<file path="src/rtl/pwm_capture_if.sv">
`default_nettype none
// +-----------------------------------------------------------------------------+
// | Interface : pwm_capture_if                                                  |
// | Brief     : Control, PWM input and measurement results for pwm_capture.     |
// |             slave = capture block, master = controller/consumer side.       |
// | Revision  : 1.0 - initial release                                           |
// +-----------------------------------------------------------------------------+
interface pwm_capture_if #(
  parameter int CNT_W = 16
);
  logic             en;
  logic             pwm_in;
  logic [CNT_W-1:0] period_out;
  logic [CNT_W-1:0] high_out;
  logic             meas_valid;
  logic             timeout;
  logic             stuck_level;
  logic [6:0]       duty_pct;
  logic             duty_valid;

  modport master (
    output en, pwm_in,
    input  period_out, high_out, meas_valid, timeout, stuck_level, duty_pct, duty_valid
  );

  modport slave (
    input  en, pwm_in,
    output period_out, high_out, meas_valid, timeout, stuck_level, duty_pct, duty_valid
  );
endinterface
`default_nettype wire

</file>
<file path="src/rtl/pwm_capture.sv">
`default_nettype none
// +-----------------------------------------------------------------------------+
// | Module   : pwm_capture                                                      |
// | Brief    : PWM decoder. Measures period and high time of an asynchronous    |
// |            PWM input in clk cycles, flags stuck lines with a timeout.       |
// |            Optional duty-cycle divider enabled by macro PWM_DUTY_PCT_EN.    |
// |            CNT_W must match the CNT_W of the connected pwm_capture_if.      |
// | Revision : 1.0 - initial release                                            |
// +-----------------------------------------------------------------------------+
module pwm_capture #(
  parameter int CNT_W       = 16,
  parameter int SYNC_STAGES = 2
) (
  input  wire logic    clk,
  input  wire logic    rst,
  pwm_capture_if.slave bus
);

  localparam logic [CNT_W-1:0] CNT_MAX = {CNT_W{1'b1}};
  localparam logic [CNT_W-1:0] CNT_ONE = CNT_W'(1);

  typedef enum logic [1:0] {
    IDLE = 2'd0,
    ARM  = 2'd1,
    HIGH = 2'd2,
    LOW  = 2'd3
  } state_t;

  logic [SYNC_STAGES-1:0] sync;
  logic                   s;
  logic                   prev;
  logic                   rise;
  logic                   fall;

  state_t           state;
  state_t           state_nxt;
  logic [CNT_W-1:0] cnt;
  logic [CNT_W-1:0] cnt_nxt;
  logic [CNT_W-1:0] cnt_inc;
  logic [CNT_W-1:0] hi_tmp;
  logic [CNT_W-1:0] period_q;
  logic [CNT_W-1:0] high_q;
  logic             load_hi;
  logic             load_meas;
  logic             hit_timeout;
  logic             meas_valid_q;
  logic             timeout_q;
  logic             stuck_q;

  assign s       = sync[SYNC_STAGES-1];
  assign rise    = s & ~prev;
  assign fall    = ~s & prev;
  assign cnt_inc = (cnt == CNT_MAX) ? CNT_MAX : cnt + CNT_ONE;

  // Synchronise the raw input and keep a one-cycle delayed copy for edge detection
  always_ff @(posedge clk or posedge rst) begin
    if (rst) begin
      sync <= '0;
      prev <= 1'b0;
    end else begin
      sync <= {sync[SYNC_STAGES-2:0], bus.pwm_in};
      prev <= s;
    end
  end

  // State and cycle counter registers
  always_ff @(posedge clk or posedge rst) begin
    if (rst) begin
      state <= IDLE;
      cnt   <= '0;
    end else begin
      state <= state_nxt;
      cnt   <= cnt_nxt;
    end
  end

  // Next state: arm on a rise, capture high time on fall, close a period on the next rise
  always_comb begin
    state_nxt   = state;
    cnt_nxt     = rise ? CNT_ONE : cnt_inc;
    load_hi     = 1'b0;
    load_meas   = 1'b0;
    hit_timeout = 1'b0;
    if (!bus.en) begin
      state_nxt = IDLE;
      cnt_nxt   = '0;
    end else begin
      case (state)
        IDLE: begin
          cnt_nxt = rise ? CNT_ONE : '0;
          if (rise) state_nxt = ARM;
        end
        default: begin
          // An edge in the saturation cycle still counts as activity, so no timeout then
          if (!rise && !fall && (cnt == CNT_MAX)) begin
            hit_timeout = 1'b1;
            state_nxt   = IDLE;
            cnt_nxt     = '0;
          end else if ((state == ARM || state == HIGH) && fall) begin
            state_nxt = LOW;
            load_hi   = 1'b1;
          end else if ((state == LOW) && rise) begin
            state_nxt = HIGH;
            load_meas = 1'b1;
          end
        end
      endcase
    end
  end

  // Result registers: outputs only change on a completed period or a timeout
  always_ff @(posedge clk or posedge rst) begin
    if (rst) begin
      hi_tmp       <= '0;
      period_q     <= '0;
      high_q       <= '0;
      meas_valid_q <= 1'b0;
      timeout_q    <= 1'b0;
      stuck_q      <= 1'b0;
    end else begin
      meas_valid_q <= load_meas;
      timeout_q    <= hit_timeout;
      if (load_hi) hi_tmp <= cnt;
      if (load_meas) begin
        period_q <= cnt;
        high_q   <= hi_tmp;
      end
      if (hit_timeout) stuck_q <= s;
    end
  end

  assign bus.period_out  = period_q;
  assign bus.high_out    = high_q;
  assign bus.meas_valid  = meas_valid_q;
  assign bus.timeout     = timeout_q;
  assign bus.stuck_level = stuck_q;

`ifdef PWM_DUTY_PCT_EN
  // Dividend high*100 needs CNT_W+7 bits; one quotient bit per cycle
  localparam int             DW      = CNT_W + 7;
  localparam int             DCW     = $clog2(DW + 1);
  localparam logic [DW-1:0]  HUNDRED = DW'(100);
  localparam logic [DCW-1:0] DSTEPS  = DCW'(DW);
  localparam logic [DCW-1:0] DONE_1  = DCW'(1);

  logic [DW-1:0]    dq;
  logic [CNT_W-1:0] rem;
  logic [CNT_W-1:0] dvs;
  logic [DCW-1:0]   dcnt;
  logic [CNT_W:0]   rem_sh;
  logic [CNT_W-1:0] rem_sub;
  logic             qbit;
  logic [DW-1:0]    q_fin;
  logic [6:0]       duty_q;
  logic             duty_valid_q;

  // One restoring-division step; remainder always stays below the divisor
  always_comb begin
    rem_sh  = {rem, dq[DW-1]};
    qbit    = (rem_sh >= {1'b0, dvs});
    rem_sub = rem_sh[CNT_W-1:0] - dvs;
    q_fin   = {dq[DW-2:0], qbit};
  end

  // Divider sequencer: every new measurement restarts it, so stale results never surface
  always_ff @(posedge clk or posedge rst) begin
    if (rst) begin
      dq           <= '0;
      rem          <= '0;
      dvs          <= '0;
      dcnt         <= '0;
      duty_q       <= '0;
      duty_valid_q <= 1'b0;
    end else begin
      duty_valid_q <= 1'b0;
      if (meas_valid_q) begin
        dq   <= DW'(high_q) * HUNDRED;
        rem  <= '0;
        dvs  <= period_q;
        dcnt <= DSTEPS;
      end else if (dcnt != '0) begin
        rem  <= qbit ? rem_sub : rem_sh[CNT_W-1:0];
        dq   <= q_fin;
        dcnt <= dcnt - DONE_1;
        if (dcnt == DONE_1) begin
          duty_valid_q <= 1'b1;
          duty_q       <= (q_fin > HUNDRED) ? 7'd100 : q_fin[6:0];
        end
      end
    end
  end

  assign bus.duty_pct   = duty_q;
  assign bus.duty_valid = duty_valid_q;
`else
  assign bus.duty_pct   = 7'd0;
  assign bus.duty_valid = 1'b0;
`endif

endmodule
`default_nettype wire

</file>
<file path="src/flat_wrapper.sv">
// flat-port wrapper written by rule: the top's interface ports become plain ports
module pwm_capture_flat 
#(
  parameter int CNT_W       = 16,
  parameter int SYNC_STAGES = 2
)
  (clk, rst, bus_en, bus_pwm_in, bus_period_out, bus_high_out, bus_meas_valid, bus_timeout, bus_stuck_level, bus_duty_pct, bus_duty_valid);
  pwm_capture_if #(.CNT_W(CNT_W)) bus_i ();
  input  wire logic clk;
  input  wire logic rst;
  input wire logic [$bits(bus_i.en)-1:0] bus_en;
  input wire logic [$bits(bus_i.pwm_in)-1:0] bus_pwm_in;
  output wire logic [$bits(bus_i.period_out)-1:0] bus_period_out;
  output wire logic [$bits(bus_i.high_out)-1:0] bus_high_out;
  output wire logic [$bits(bus_i.meas_valid)-1:0] bus_meas_valid;
  output wire logic [$bits(bus_i.timeout)-1:0] bus_timeout;
  output wire logic [$bits(bus_i.stuck_level)-1:0] bus_stuck_level;
  output wire logic [$bits(bus_i.duty_pct)-1:0] bus_duty_pct;
  output wire logic [$bits(bus_i.duty_valid)-1:0] bus_duty_valid;
  assign bus_i.en = bus_en;
  assign bus_i.pwm_in = bus_pwm_in;
  assign bus_period_out = bus_i.period_out;
  assign bus_high_out = bus_i.high_out;
  assign bus_meas_valid = bus_i.meas_valid;
  assign bus_timeout = bus_i.timeout;
  assign bus_stuck_level = bus_i.stuck_level;
  assign bus_duty_pct = bus_i.duty_pct;
  assign bus_duty_valid = bus_i.duty_valid;
  pwm_capture #(.CNT_W(CNT_W), .SYNC_STAGES(SYNC_STAGES)) u_core (.clk(clk), .rst(rst), .bus(bus_i));
endmodule
</file>
<file path="config.mk">
export PLATFORM = sky130hd
export DESIGN_NAME = pwm_capture_flat
export DESIGN_NICKNAME = d
export VERILOG_FILES = /design/src/rtl/pwm_capture_if.sv /design/src/rtl/pwm_capture.sv /design/src/flat_wrapper.sv
export SDC_FILE = /design/constraint.sdc
export NUM_CORES = 1
export LEC_CHECK = 0
export BUFFER_PORTS_ARGS = -buffer_cell sky130_fd_sc_hd__clkbuf_2
export CORE_ASPECT_RATIO = 0.7
export CORE_MARGIN = 8
export CORE_UTILIZATION = 40
export DETAILED_ROUTE_END_ITERATION = 10
export PLACE_DENSITY = 0.68
export SYNTH_ARGS = -nofsm -noshare
export SYNTH_HDL_FRONTEND = slang
export SYNTH_SLANG_ARGS = --single-unit
</file>
<file path="constraint.sdc">
create_clock -name clk -period 6.73 [get_ports clk]
set_input_delay 0 -clock clk [delete_from_list [all_inputs] [get_ports clk]]
set_output_delay 0 -clock clk [all_outputs]
set_load 0.01 [all_outputs]
</file>
Word-level counts from Yosys, hierarchy flattened
Cells that the tools add are included.
{ "totals": {"output_inout_bits": 43, "inputBits": 4, "elab_cells": 54, "reg_bits": 72} }
{ "classes": {"addsub": 1, "n_bitwise": 4, "eq_ne": 6, "n_reduce_logical": 9, "muxes": 24} }
{ "ops": {"columns": ["operator", "n"], "rows": [
  ["$mux W16", 5],
  ["$add A16 B1 Y16 const B", 1],
  ["$eq A16 B16 Y1 const B", 1],
  ["$mux W1", 13],
  ["$mux W2", 6],
  ["$ne A5 B1 Y1 const B", 1],
  ["$eq A2 B2 Y1 const B", 2],
  ["$logic_and A1 B1 Y1", 4],
  ["$ne A3 B2 Y1 const B", 1],
  ["$and A1 B1 Y1", 2],
  ["$eq A2 B1 Y1 const B", 1],
  ["$logic_not A1 Y1", 2],
  ["$logic_not A2 Y1", 1],
  ["$not A1 Y1", 2],
  ["$reduce_and A2 Y1", 1],
  ["$logic_or A1 B1 Y1", 1]
]} }

Longest topological paths before layout
Gate-level depths: netlist of run 1.
{ "depth": {"depth_word": 8, "mapped_depth": 7, "ltp_nobuf": 6} }

Worst setup path before layout of run 1
Ideal clock, no wire load.
{ "synth_path": {"path_type": "reg2reg", "startpoint": "register u_core.cnt[0]", "endpoint": "register u_core.high_q[0] (netlist: u_core.bus.high_out[0])", "setup_time_ns": 0.125, "arrival_ns": 2.146, "path_stages_with_launch": 8, "synth_period_minus_slack_ns": 2.271, "path_buffers": 2, "path_slack_ns": 4.459, "required_ns": 6.605, "path_cell_list": "dfrtp_1 -> ha_1 -> nand3_1 -> or4_1 -> buf_6 -> o21ai_4 -> buf_6 -> mux2_4"} }
{ "synth_via": {"elab_chain_cells": 5} }
{ "synth_lines": {"columns": ["item", "line", "rtl"], "rows": [
  ["start, declared", "pwm_capture.sv:37", "logic [CNT_W-1:0] cnt;"],
  ["start signal, assigned", "pwm_capture.sv:73", "cnt <= cnt_nxt;"],
  ["$eq A16 B16 Y1", "pwm_capture.sv:95", "if (!rise && !fall && (cnt == CNT_MAX)) begin"],
  ["$logic_and A1 B1 Y1", "pwm_capture.sv:95", null],
  ["$mux W1", "pwm_capture.sv:95", null],
  ["$mux W1", "pwm_capture.sv:88", "case (state)"],
  ["$mux W1", "pwm_capture.sv:84", "if (!bus.en) begin"],
  ["end signal, assigned", "pwm_capture.sv:126", "high_q <= hi_tmp;"],
  ["end, declared", "pwm_capture.sv:42", "logic [CNT_W-1:0] high_q;"]
]} }
Every way passes these cells.
A chain may end at the register's enable or synchronous reset.

Worst setup path in the final report of run 1
{ "layout_path": {"startpoint": "register u_core.cnt[0]", "endpoint": "register u_core.high_q[13] (netlist: u_core.bus.high_out[13])"} }
The elaborated chain is that of the path after synthesis.

==> metrics, run 1 <==
worst hold path class in -> reg; Rows 27; DR pass1 iterations 4; first-pass GRT wire length 10200 µm; gr usage total 11.8%; worst path required time 6.95 ns; Die Footprint 0.0112 mm²; H-tree lvl count 3; wire per inst 15.4 µm; commonest cells in the netlist dfrtp_1, mux2_2, mux2_4; Distinct cells, synth 38; P_leak 1.87 nW; mapped cell area 0.00320 mm²; Slew Limit Fails 0; Tcrit/Tclk final 44.9%; Port Buf Inserts 38; CP Depth 6; residual DRC count 0; die height 90.8 µm; initial core utilization 40.9%; largest net degree at the start of global routing 73; Max-cap violations 0; WHS Path Cells 2; Final TNS setup 0 ns; vias in the first global route 1998; CTS Buf Count 9; Final Critical Period 3.02 ns; Setup Skew 0.0110 ns; Clock Path Buffers 2; asr flop ratio synth 100%; hold path startpoint bus_pwm_in; sequential share of the synthesized area 56.4%; clock tree sinks 72; Worst-Skew Late Latency 0.34 ns; Die W 123 µm; Main synth FF type dfrtp_1; 1st-iter DRT viols 98; Slew headroom 42.0%; WP data arrival 3.24 ns; Worst Reg-to-Reg Cells 6; placer congestion estimate 0.815; critical path endpoint category flop; reg2reg end u_core.bus.high_out[13]; vias per cell 4.94; total grt overflow 0; Worst Setup Start Kind flop; Setup CP Type reg -> reg; CP cell instances ha_1 -> nand3_1 -> or4_1 -> o21ai_4 -> buf_4 -> mux2_2; Core Region 0.00780 mm²; Final Hold Vio Count 0; antenna viol nets, final 0; Setup Viol. Count Final 0; syn_area_per_cell 13.3 µm²; TritonCTS clock tree yes; total I/O pin count 47; Fill cells 711; # nets final 293; Slew @ Worst Pin 0.871 ns; Yosys top cell area share 56.4%; status finished, final reports clean; top post-synthesis cells by area dfrtp_1, mux2_4, mux2_2; slowest cell on the critical path or4_1; count leader, synth dfrtp_1; hpwl dp 4110 µm; CP peak stage delay 0.76 ns; area delta synth->final 16.6%; Reg clk slew, reported paths 0.06 ns; CP bufs+invs 1; Power, Total 897 µW; Post-Syn Instances 241; DRT Wirelength 5990 µm; Hold EP u_core.sync[0]; CTS root buffer clkbuf_16; postcts setup bufs 0; source of the worst register-to-register timing path u_core.cnt[0]; n_diodes 0; unrepaired setup endpoints after global routing false; Peak VDD IR 0.195 mV; r2r setup slk 3.71 ns; Post-synth EDFFs 0; Pwr Density 241 mW/mm²; fmax 0.331 GHz; CP top delay family simple AND/OR/NAND/NOR gates; Ys Warns 0; Yosys top cell by area dfrtp_1; via count 1928; layout cells sized above 1 37.0%; Synth Register Bits 72; CP Max Fanout 20; antenna violations before repair 0
[worst register-to-register path, cell delays in order, from the launching register on]
cell and delay, ns:
dfrtp_1 0.43, ha_1 0.23, nand3_1 0.16, or4_1 0.76, o21ai_4 0.54, buf_4 0.43, mux2_2 0.38
[layout make-up]
type	count	area (µm²)	share of cell area [%]
clock inverter	7	53.8	1.44
multi-input combinational	149	1250	33.5
tap	101	126	3.39
clock buffer	9	225	6.04
timing repair buffer	43	235	6.31
inverter	9	33.8	0.907
sequential	72	1800	48.4
[state kept, by name, indices dropped and copies added, names as in the netlist]
| name | count |
|---|---|
| u_core.state | 2 |
| u_core.bus.meas_valid | 1 |
| u_core.prev | 1 |
| u_core.hi_tmp | 16 |
| u_core.sync | 2 |
| u_core.bus.high_out | 16 |
| u_core.cnt | 16 |
| u_core.bus.timeout | 1 |
| u_core.bus.period_out | 16 |
| u_core.bus.stuck_level | 1 |
[per-stage QoR]
| step | hold WS, ns | setup slack (ns) | instance area (µm²) | util, % | cells |
|---|---|---|---|---|---|
| final | 0.309 | 3.71 | 3730 | 47.7 | 390 |
| after global routing | 0.303 | 3.52 | 3730 | 47.7 | 390 |
| after CTS | 0.295 | 3.69 | 3730 | 47.7 | 390 |
| after detailed placement | 0.110 | 3.69 | 3420 | 43.8 | 371 |
| after global placement | 0.110 | 3.76 | 3420 | 43.8 | 371 |
| after floorplan | 0.0314 | 4.46 | 3220 | - | 248 |
[report_power, final]
group | internal (mW) | switching (mW) | total [mW] | leakage (nW)
clock network | 0.251 | 0.184 | 0.436 | 0.128
logic | 0.00654 | 0.0174 | 0.0240 | 0.746
registers | 0.436 | 0.00236 | 0.438 | 0.995
[cell usage in the layout (no fill, tap or decap), types with 2 or more instances in the layout]
cell type	netlist	routed
mux2_1	3	3
nand2_1	8	8
mux2_4	20	20
clkbuf_16	0	9
dfrtp_1	72	72
inv_1	9	8
xnor2_1	7	7
inv_6	0	2
o21ai_0	4	4
mux2_2	25	25
nor4_1	2	2
nor3_1	9	9
o31ai_1	2	2
nor3b_1	2	2
conb_1	1	8
a21oi_1	14	14
ha_1	5	5
and3_1	2	2
clkbuf_2	0	38
dlygate4sd3_1	0	3
o21ai_4	2	2
clkinvlp_4	0	3
buf_4	8	2
nor2_1	11	11
nand3_1	7	7
nand4_1	4	4
[per-layer routing]
layer	routed length [µm]	track usage [%]
met1	2970	16.2
met2	2530	15.7
met3	419	5.56
met4	68	3.74
met5	0	0
[repair_timing]
action	in CTS	in global routing
resized for setup	0	0
hold buffers	3	0
endpoints found under the setup margin	0	0
endpoints found under the hold margin	76	0
[worst max path at each step]
| stage | from | end | slack [ns] |
|---|---|---|---|
| after CTS | u_core.cnt[0] | u_core.bus.high_out[14] | 3.69 |
| final | u_core.cnt[0] | u_core.bus.high_out[13] | 3.71 |
| after global routing | u_core.cnt[0] | u_core.bus.high_out[13] | 3.52 |
| after global placement | u_core.cnt[0] | u_core.bus.high_out[13] | 3.76 |
| after floorplan | u_core.cnt[0] | u_core.bus.high_out[0] | 4.46 |
| after detailed placement | u_core.cnt[0] | u_core.bus.high_out[14] | 3.69 |
[kinds of logic (layout without fill, tap and decap cells)]
logic type	count (synthesis)	count (layout)	synth area share [%]
compound gates	28	28	5.99
xor+xnor	8	8	2.19
fa+ha+maj	5	5	1.96
buf+inv	27	68	5.32
flops	72	72	56.4
mux	49	49	19.6
other cells	1	8	0.117
simple gates	51	51	8.46
(Power assumes the default switching activity.)
==> run 2, diff against run 1 <==
--- a/config.mk
+++ b/config.mk
@@ -5,12 +5,13 @@
 export SDC_FILE = /design/constraint.sdc
 export NUM_CORES = 1
 export LEC_CHECK = 0
+export ABC_AREA = 1
 export BUFFER_PORTS_ARGS = -buffer_cell sky130_fd_sc_hd__clkbuf_2
 export CORE_ASPECT_RATIO = 0.7
 export CORE_MARGIN = 8
 export CORE_UTILIZATION = 40
 export DETAILED_ROUTE_END_ITERATION = 10
-export PLACE_DENSITY = 0.68
+export PLACE_DENSITY = 0.7
 export SYNTH_ARGS = -nofsm -noshare
 export SYNTH_HDL_FRONTEND = slang
 export SYNTH_SLANG_ARGS = --single-unit
==> constraint.sdc (replaced) <==
create_clock -name clk -period 2.55 [get_ports clk]
set_input_delay 0 -clock clk [delete_from_list [all_inputs] [get_ports clk]]
set_output_delay 0 -clock clk [all_outputs]
set_load 0.01 [all_outputs]
==> metrics, run 2 <==
status finished, final reports clean (unchanged); first-pass GRT wire length 13200 µm (was 10200 µm); Max-cap violations 0 (unchanged); top post-synthesis cells by area dfrtp_1, nand2_1, nand4_1 (was dfrtp_1, mux2_4, mux2_2); antenna violations before repair 0 (unchanged); Slew Limit Fails 0 (unchanged); Worst-Skew Late Latency 0.33 ns (was 0.34 ns); Die Footprint 0.0117 mm² (was 0.0112 mm²); commonest cells in the netlist nand2_1, dfrtp_1, nand4_1 (was dfrtp_1, mux2_2, mux2_4); TritonCTS clock tree yes (unchanged); initial core utilization 40.5% (was 40.9%); Fill cells 790 (was 711); DRT Wirelength 7750 µm (was 5990 µm); hpwl dp 5250 µm (was 4110 µm); Tcrit/Tclk final 87.4% (was 44.9%); residual DRC count 0 (unchanged); Reg clk slew, reported paths 0.05 ns (was 0.06 ns); Distinct cells, synth 29 (was 38); total I/O pin count 47 (unchanged); commonest non-fill, non-tap cell in the layout nand2_1 (was dfrtp_1); Final Hold Vio Count 0 (unchanged); Clock Path Buffers 2 (unchanged); Post-Syn Instances 390 (was 241); FF+latch area 0.00180 mm² (unchanged); largest net degree at the start of global routing 73 (unchanged); slowest cell on the critical path dfrtp_1 (was or4_1); postcts setup bufs 0 (unchanged); Post-synth EDFFs 0 (unchanged); CP peak stage delay 0.46 ns (was 0.76 ns); Slew headroom 39.9% (was 42.0%); asr flop ratio synth 100% (unchanged); Worst Setup Start Kind flop (unchanged); antenna viol nets, final 0 (unchanged); 1st-iter DRT viols 224 (was 98); H-tree lvl count 3 (unchanged); DR pass1 iterations 5 (was 4); Final Critical Period 2.23 ns (was 3.02 ns); gr usage total 14.2% (was 11.8%); unrepaired setup endpoints after global routing false (unchanged); critical path endpoint category flop (unchanged); CTS Buf Count 9 (unchanged); Rows 28 (was 27); fmax 0.449 GHz (was 0.331 GHz); vias in the first global route 2625 (was 1998); Final TNS setup 0 ns (unchanged); via count 2729 (was 1928); # nets final 437 (was 293); P_leak 2.15 nW (was 1.87 nW); syn_area_per_cell 8.65 µm² (was 13.3 µm²); most frequent CP cell nand2_1; area occupied by multi-input gates 0.00133 mm² (was 0.00125 mm²); placer congestion estimate 0.901 (was 0.815); Yosys top cell area share 53.4% (was 56.4%); WP data arrival 2.50 ns (was 3.24 ns); area delta synth->final 17.8% (was 16.6%); vias per cell 5.08 (was 4.94); CTS root buffer clkbuf_16 (unchanged); mapped cell area 0.00337 mm² (was 0.00320 mm²); wire per inst 14.4 µm (was 15.4 µm); Die W 126 µm (was 123 µm); worst path required time 2.82 ns (was 6.95 ns); total grt overflow 0 (unchanged); Main synth FF type dfrtp_1 (unchanged); n_diodes 0 (unchanged); count leader, synth nand2_1 (was dfrtp_1); Power, Total 2.96 mW (was 897 µW); Ys Warns 0 (unchanged); Setup Skew 0.00435 ns (was 0.0110 ns); Peak VDD IR 0.364 mV (was 0.195 mV); Setup CP Type reg -> reg (unchanged); Synth Register Bits 72 (unchanged); cts repair resizes 0 (unchanged); CP cell instances ha_1 -> nand3_1 -> nor2_2 -> nand2_2 -> nor2_8 -> nand2_4 -> nand3_2 -> buf_12 -> nand2_1 -> nand2_1 (was ha_1 -> nand3_1 -> or4_1 -> o21ai_4 -> buf_4 -> mux2_2); worst hold path class in -> reg (unchanged); die height 92.8 µm (was 90.8 µm); clock tree sinks 72 (unchanged); CTS Hold Bufs 3 (unchanged); Core Region 0.00834 mm² (was 0.00780 mm²); Pwr Density 745 mW/mm² (was 241 mW/mm²); Setup Viol. Count Final 0 (unchanged); Port Buf Inserts 38 (unchanged); Slew @ Worst Pin 0.901 ns (was 0.871 ns); commonest non-fill, non-tap cells in the layout nand2_1, dfrtp_1, nand4_1, clkbuf_2, nor2_1 (was dfrtp_1, clkbuf_2, mux2_2, mux2_4, a21oi_1); layout cells sized above 1 19.0% (was 37.0%); Yosys top cell by area dfrtp_1 (unchanged); sequential share of the synthesized area 53.4% (was 56.4%); CP Max Fanout 24 (was 20)
-- run 2: cell count changes after synthesis, sizes merged, moves of 5 or more --
cell and delta:
inv +15, buf +9, nand2 +125, nor2 +25, a21oi -5, nand3 +7, mux2 -48, nor3 -6
nand4 +46
-- run 2: final cells by class --
class	count	share of cell area [%]
clock buffers	13	7.05
clock inverters	2	1.51
inverters	25	2.36
multi-input cells	273	33.5
flip-flops and latches	72	45.3
well taps	105	3.30
repair buffers	47	6.99
-- run 2: report_power, final --
part	leakage [nW]	switching, mW	internal [mW]	total [mW]
clock	0.168	0.448	0.957	1.40
sequential	0.995	0.0303	1.18	1.21
combinational	0.991	0.260	0.0874	0.347
-- run 2: kinds of logic (layout without fill, tap and decap cells) --
| logic type | Yosys count | in the layout | share of synthesized area (%) |
|---|---|---|---|
| other | 1 | 8 | 0.111 |
| xor gates and xnor gates | 9 | 9 | 2.34 |
| buffers and inverters | 52 | 87 | 7.93 |
| adders and majority gates | 5 | 5 | 1.85 |
| and+or+nand+nor | 238 | 238 | 32.4 |
| AOI/OAI and AO/OA | 13 | 13 | 2.00 |
| DFF | 72 | 72 | 53.4 |
-- run 2: final timing paths --
kind                       slack [ns]                 endpoint            from  cells past startpoint
setup / recovery                 0.32  u_core.bus.high_out[15]   u_core.cnt[0]                     10
hold / removal                   0.32           u_core.sync[0]      bus_pwm_in                      2
setup reg to reg                 0.32  u_core.bus.high_out[15]   u_core.cnt[0]                     10
hold reg to reg                  0.35           u_core.sync[1]  u_core.sync[0]                      0
max in group asynchronous        1.49       u_core.bus.timeout             rst                      4
min in group asynchronous        0.48   u_core.bus.high_out[7]             rst                      4
-- run 2: metrics by stage --
step                setup slack, ns  cells  hold slack, ns  instance area, µm²  util [%]
global placement              0.437    519           0.109                3610      43.2
floorplan                     0.725    397          0.0314                3400         -
CTS                           0.359    537           0.302                3980      47.7
finish                        0.321    537           0.318                3980      47.7
global route                  0.171    537           0.308                3980      47.7
detailed placement            0.369    519           0.113                3610      43.2
-- run 2: metal layers --
layer  track usage, %  vias up  wire (µm)
li1                 -     1342          -
met1             17.5     1288       3500
met2             22.1       87       3590
met3             5.85       12        570
met4             4.79        0         99
met5                0        -          0
-- run 2: worst max-delay path, delay by kind of cell, from the launching register on --
kind,cells,cell delay (ns)
flip-flops,1,0.46
buffers and inverters,1,0.19
AND/OR/NAND/NOR,8,1.24
adder cells (fa/ha/maj),1,0.26
==> run 3, diff against run 2 <==
--- a/config.mk
+++ b/config.mk
@@ -9,9 +9,9 @@
 export BUFFER_PORTS_ARGS = -buffer_cell sky130_fd_sc_hd__clkbuf_2
 export CORE_ASPECT_RATIO = 0.7
 export CORE_MARGIN = 8
-export CORE_UTILIZATION = 40
+export CORE_UTILIZATION = 48
 export DETAILED_ROUTE_END_ITERATION = 10
-export PLACE_DENSITY = 0.7
+export PLACE_DENSITY = 0.8
 export SYNTH_ARGS = -nofsm -noshare
 export SYNTH_HDL_FRONTEND = slang
 export SYNTH_SLANG_ARGS = --single-unit
==> metrics, run 3 (synthesis results as in run 2) <==
fmax 0.465 GHz (was 0.449 GHz); placer congestion estimate 0.938 (was 0.901); layout cells sized above 1 19.1% (was 19.0%); CTS root buffer clkbuf_8 (was clkbuf_16); slowest cell on the critical path dfrtp_1 (unchanged); worst hold path class in -> reg (unchanged); antenna violations before repair 0 (unchanged); residual DRC count 0 (unchanged); Slew Limit Fails 0 (unchanged); antenna viol nets, final 0 (unchanged); Reg clk slew, reported paths 0.08 ns (was 0.05 ns); critical path endpoint category flop (unchanged); Worst Setup Start Kind flop (unchanged); DR pass1 iterations 5 (unchanged); hold_ws 0.289 ns (was 0.318 ns); Final Hold Vio Count 0 (unchanged); Die Footprint 0.0100 mm² (was 0.0117 mm²); n_diodes 0 (unchanged); commonest non-fill, non-tap cell in the layout nand2_1 (unchanged); largest net degree at the start of global routing 40 (was 73); status finished, final reports clean (unchanged); gr usage total 16.4% (was 14.2%); vias per cell 5.24 (was 5.08); Final Critical Period 2.15 ns (was 2.23 ns); Port Buf Inserts 38 (unchanged); Die W 116 µm (was 126 µm); P_leak 2.11 nW (was 2.15 nW); H-tree lvl count 3 (unchanged); CP cell instances ha_1 -> nand3_1 -> nor2_2 -> nand2_2 -> nor2_8 -> nand2_4 -> nand3_4 -> nand2_1 -> nand2_1 (was ha_1 -> nand3_1 -> nor2_2 -> nand2_2 -> nor2_8 -> nand2_4 -> nand3_2 -> buf_12 -> nand2_1 -> nand2_1); worst path required time 2.84 ns (was 2.82 ns); vias in the first global route 2588 (was 2625); area delta synth->final 14.5% (was 17.8%); Core Region 0.00679 mm² (was 0.00834 mm²); CTS Buf Count 9 (unchanged); initial core utilization 49.7% (was 40.5%); Final TNS setup 0 ns (unchanged); Setup Skew 0.0119 ns (was 0.00435 ns); unrepaired setup endpoints after global routing false (unchanged); Worst-Skew Late Latency 0.35 ns (was 0.33 ns); clock tree sinks 72 (unchanged); commonest non-fill, non-tap cells in the layout nand2_1, dfrtp_1, nand4_1, clkbuf_2, nor2_1 (unchanged); Max-cap violations 0 (unchanged); CP Max Fanout 33 (was 24); # nets final 438 (was 437); Setup Viol. Count Final 0 (unchanged); via count 2768 (was 2729); WP data arrival 2.43 ns (was 2.50 ns); hpwl dp 5320 µm (was 5250 µm); Setup CP Type reg -> reg (unchanged); total I/O pin count 47 (unchanged); Slew headroom 51.1% (was 39.9%); TritonCTS clock tree yes (unchanged); die height 86.2 µm (was 92.8 µm); CP peak stage delay 0.43 ns (was 0.46 ns); 1st-iter DRT viols 246 (was 224); most frequent CP cell nand2_1 (unchanged); first-pass GRT wire length 12800 µm (was 13200 µm); wire per inst 14.5 µm (was 14.4 µm); DRT Wirelength 7670 µm (was 7750 µm); Slew @ Worst Pin 0.732 ns (was 0.901 ns); Rows 25 (was 28); Pwr Density 675 mW/mm² (was 745 mW/mm²); Clock Path Buffers 2 (unchanged); Tcrit/Tclk final 84.3% (was 87.4%); Peak VDD IR 0.326 mV (was 0.364 mV); total grt overflow 0 (unchanged)
[run 3: changes by cell type in the layout (fill, tap and decap cells not counted)]
cell | before | now
clkbuf_16 | 9 | 0
clkbuf_8 | 4 | 10
inv_6 | 0 | 3
buf_4 | 5 | 6
clkbuf_1 | 0 | 1
nand3_2 | 3 | 2
nand3_4 | 0 | 1
[run 3: critical path: cells and delay by family, from the launching register on]
kind | cells | cell delay, ns
flip-flops | 1 | 0.43
adder cells (fa/ha/maj) | 1 | 0.24
AND/OR/NAND/NOR | 8 | 1.39
[run 3: where the power goes]
group          leakage [nW]  switching [mW]  internal (mW)  total, mW
combinational         0.996           0.268         0.0963      0.365
clock                 0.115           0.448          0.589       1.04
sequential            0.995          0.0304           1.18       1.21
total                  2.11           0.747           1.86       2.61
[run 3: path summary, 6_finish.rpt]
path	from	to	slack, ns	cells after the start
worst max-delay path	u_core.cnt[0]	u_core.bus.high_out[9]	0.40	9
worst min-delay path	bus_pwm_in	u_core.sync[0]	0.29	2
worst max register to register	u_core.cnt[0]	u_core.bus.high_out[9]	0.40	9
worst min register to register	u_core.sync[0]	u_core.sync[1]	0.36	0
max in group asynchronous	rst	u_core.cnt[13]	1.58	4
min in group asynchronous	rst	u_core.bus.period_out[10]	0.31	3
[run 3: area by class of cell]
type	instances	area, µm²
clock inverter	5	86.3
fill	624	2920
tap	94	118
inverter	25	93.8
clock buffer	11	141
sequential	72	1800
multi-input combinational	273	1340
timing repair buffer	48	285
[run 3: stage by stage]
stage | setup slack, ns | util, % | instance area, µm² | cells | power (mW)
3_3_place_gp | 0.316 | 53.0 | 3600 | 509 | 1.57
6_report | 0.401 | 56.9 | 3860 | 528 | 2.61
3_5_place_dp | 0.217 | 53.0 | 3600 | 509 | 1.58
4_1_cts | 0.195 | 56.8 | 3860 | 528 | 2.62
2_1_floorplan | 0.725 | - | 3400 | 397 | 1.50
5_1_grt | 0.233 | 56.9 | 3860 | 528 | 2.72
[run 3: timing repair]
action,in CTS,in global routing
setup endpoints to repair,0,3
hold endpoints to repair,38,0
buffers inserted,0,0
hold buffers,3,0
gates resized for setup,0,1
[run 3: per-layer routing]
| layer | wire length (µm) | GRT usage [%] | up-vias |
|---|---|---|---|
| li1 | - | - | 1343 |
| met1 | 3300 | 22.5 | 1296 |
| met2 | 3450 | 23.3 | 109 |
| met3 | 765 | 5.19 | 20 |
| met4 | 157 | 5.63 | 0 |
| met5 | 0 | 2.21 | - |
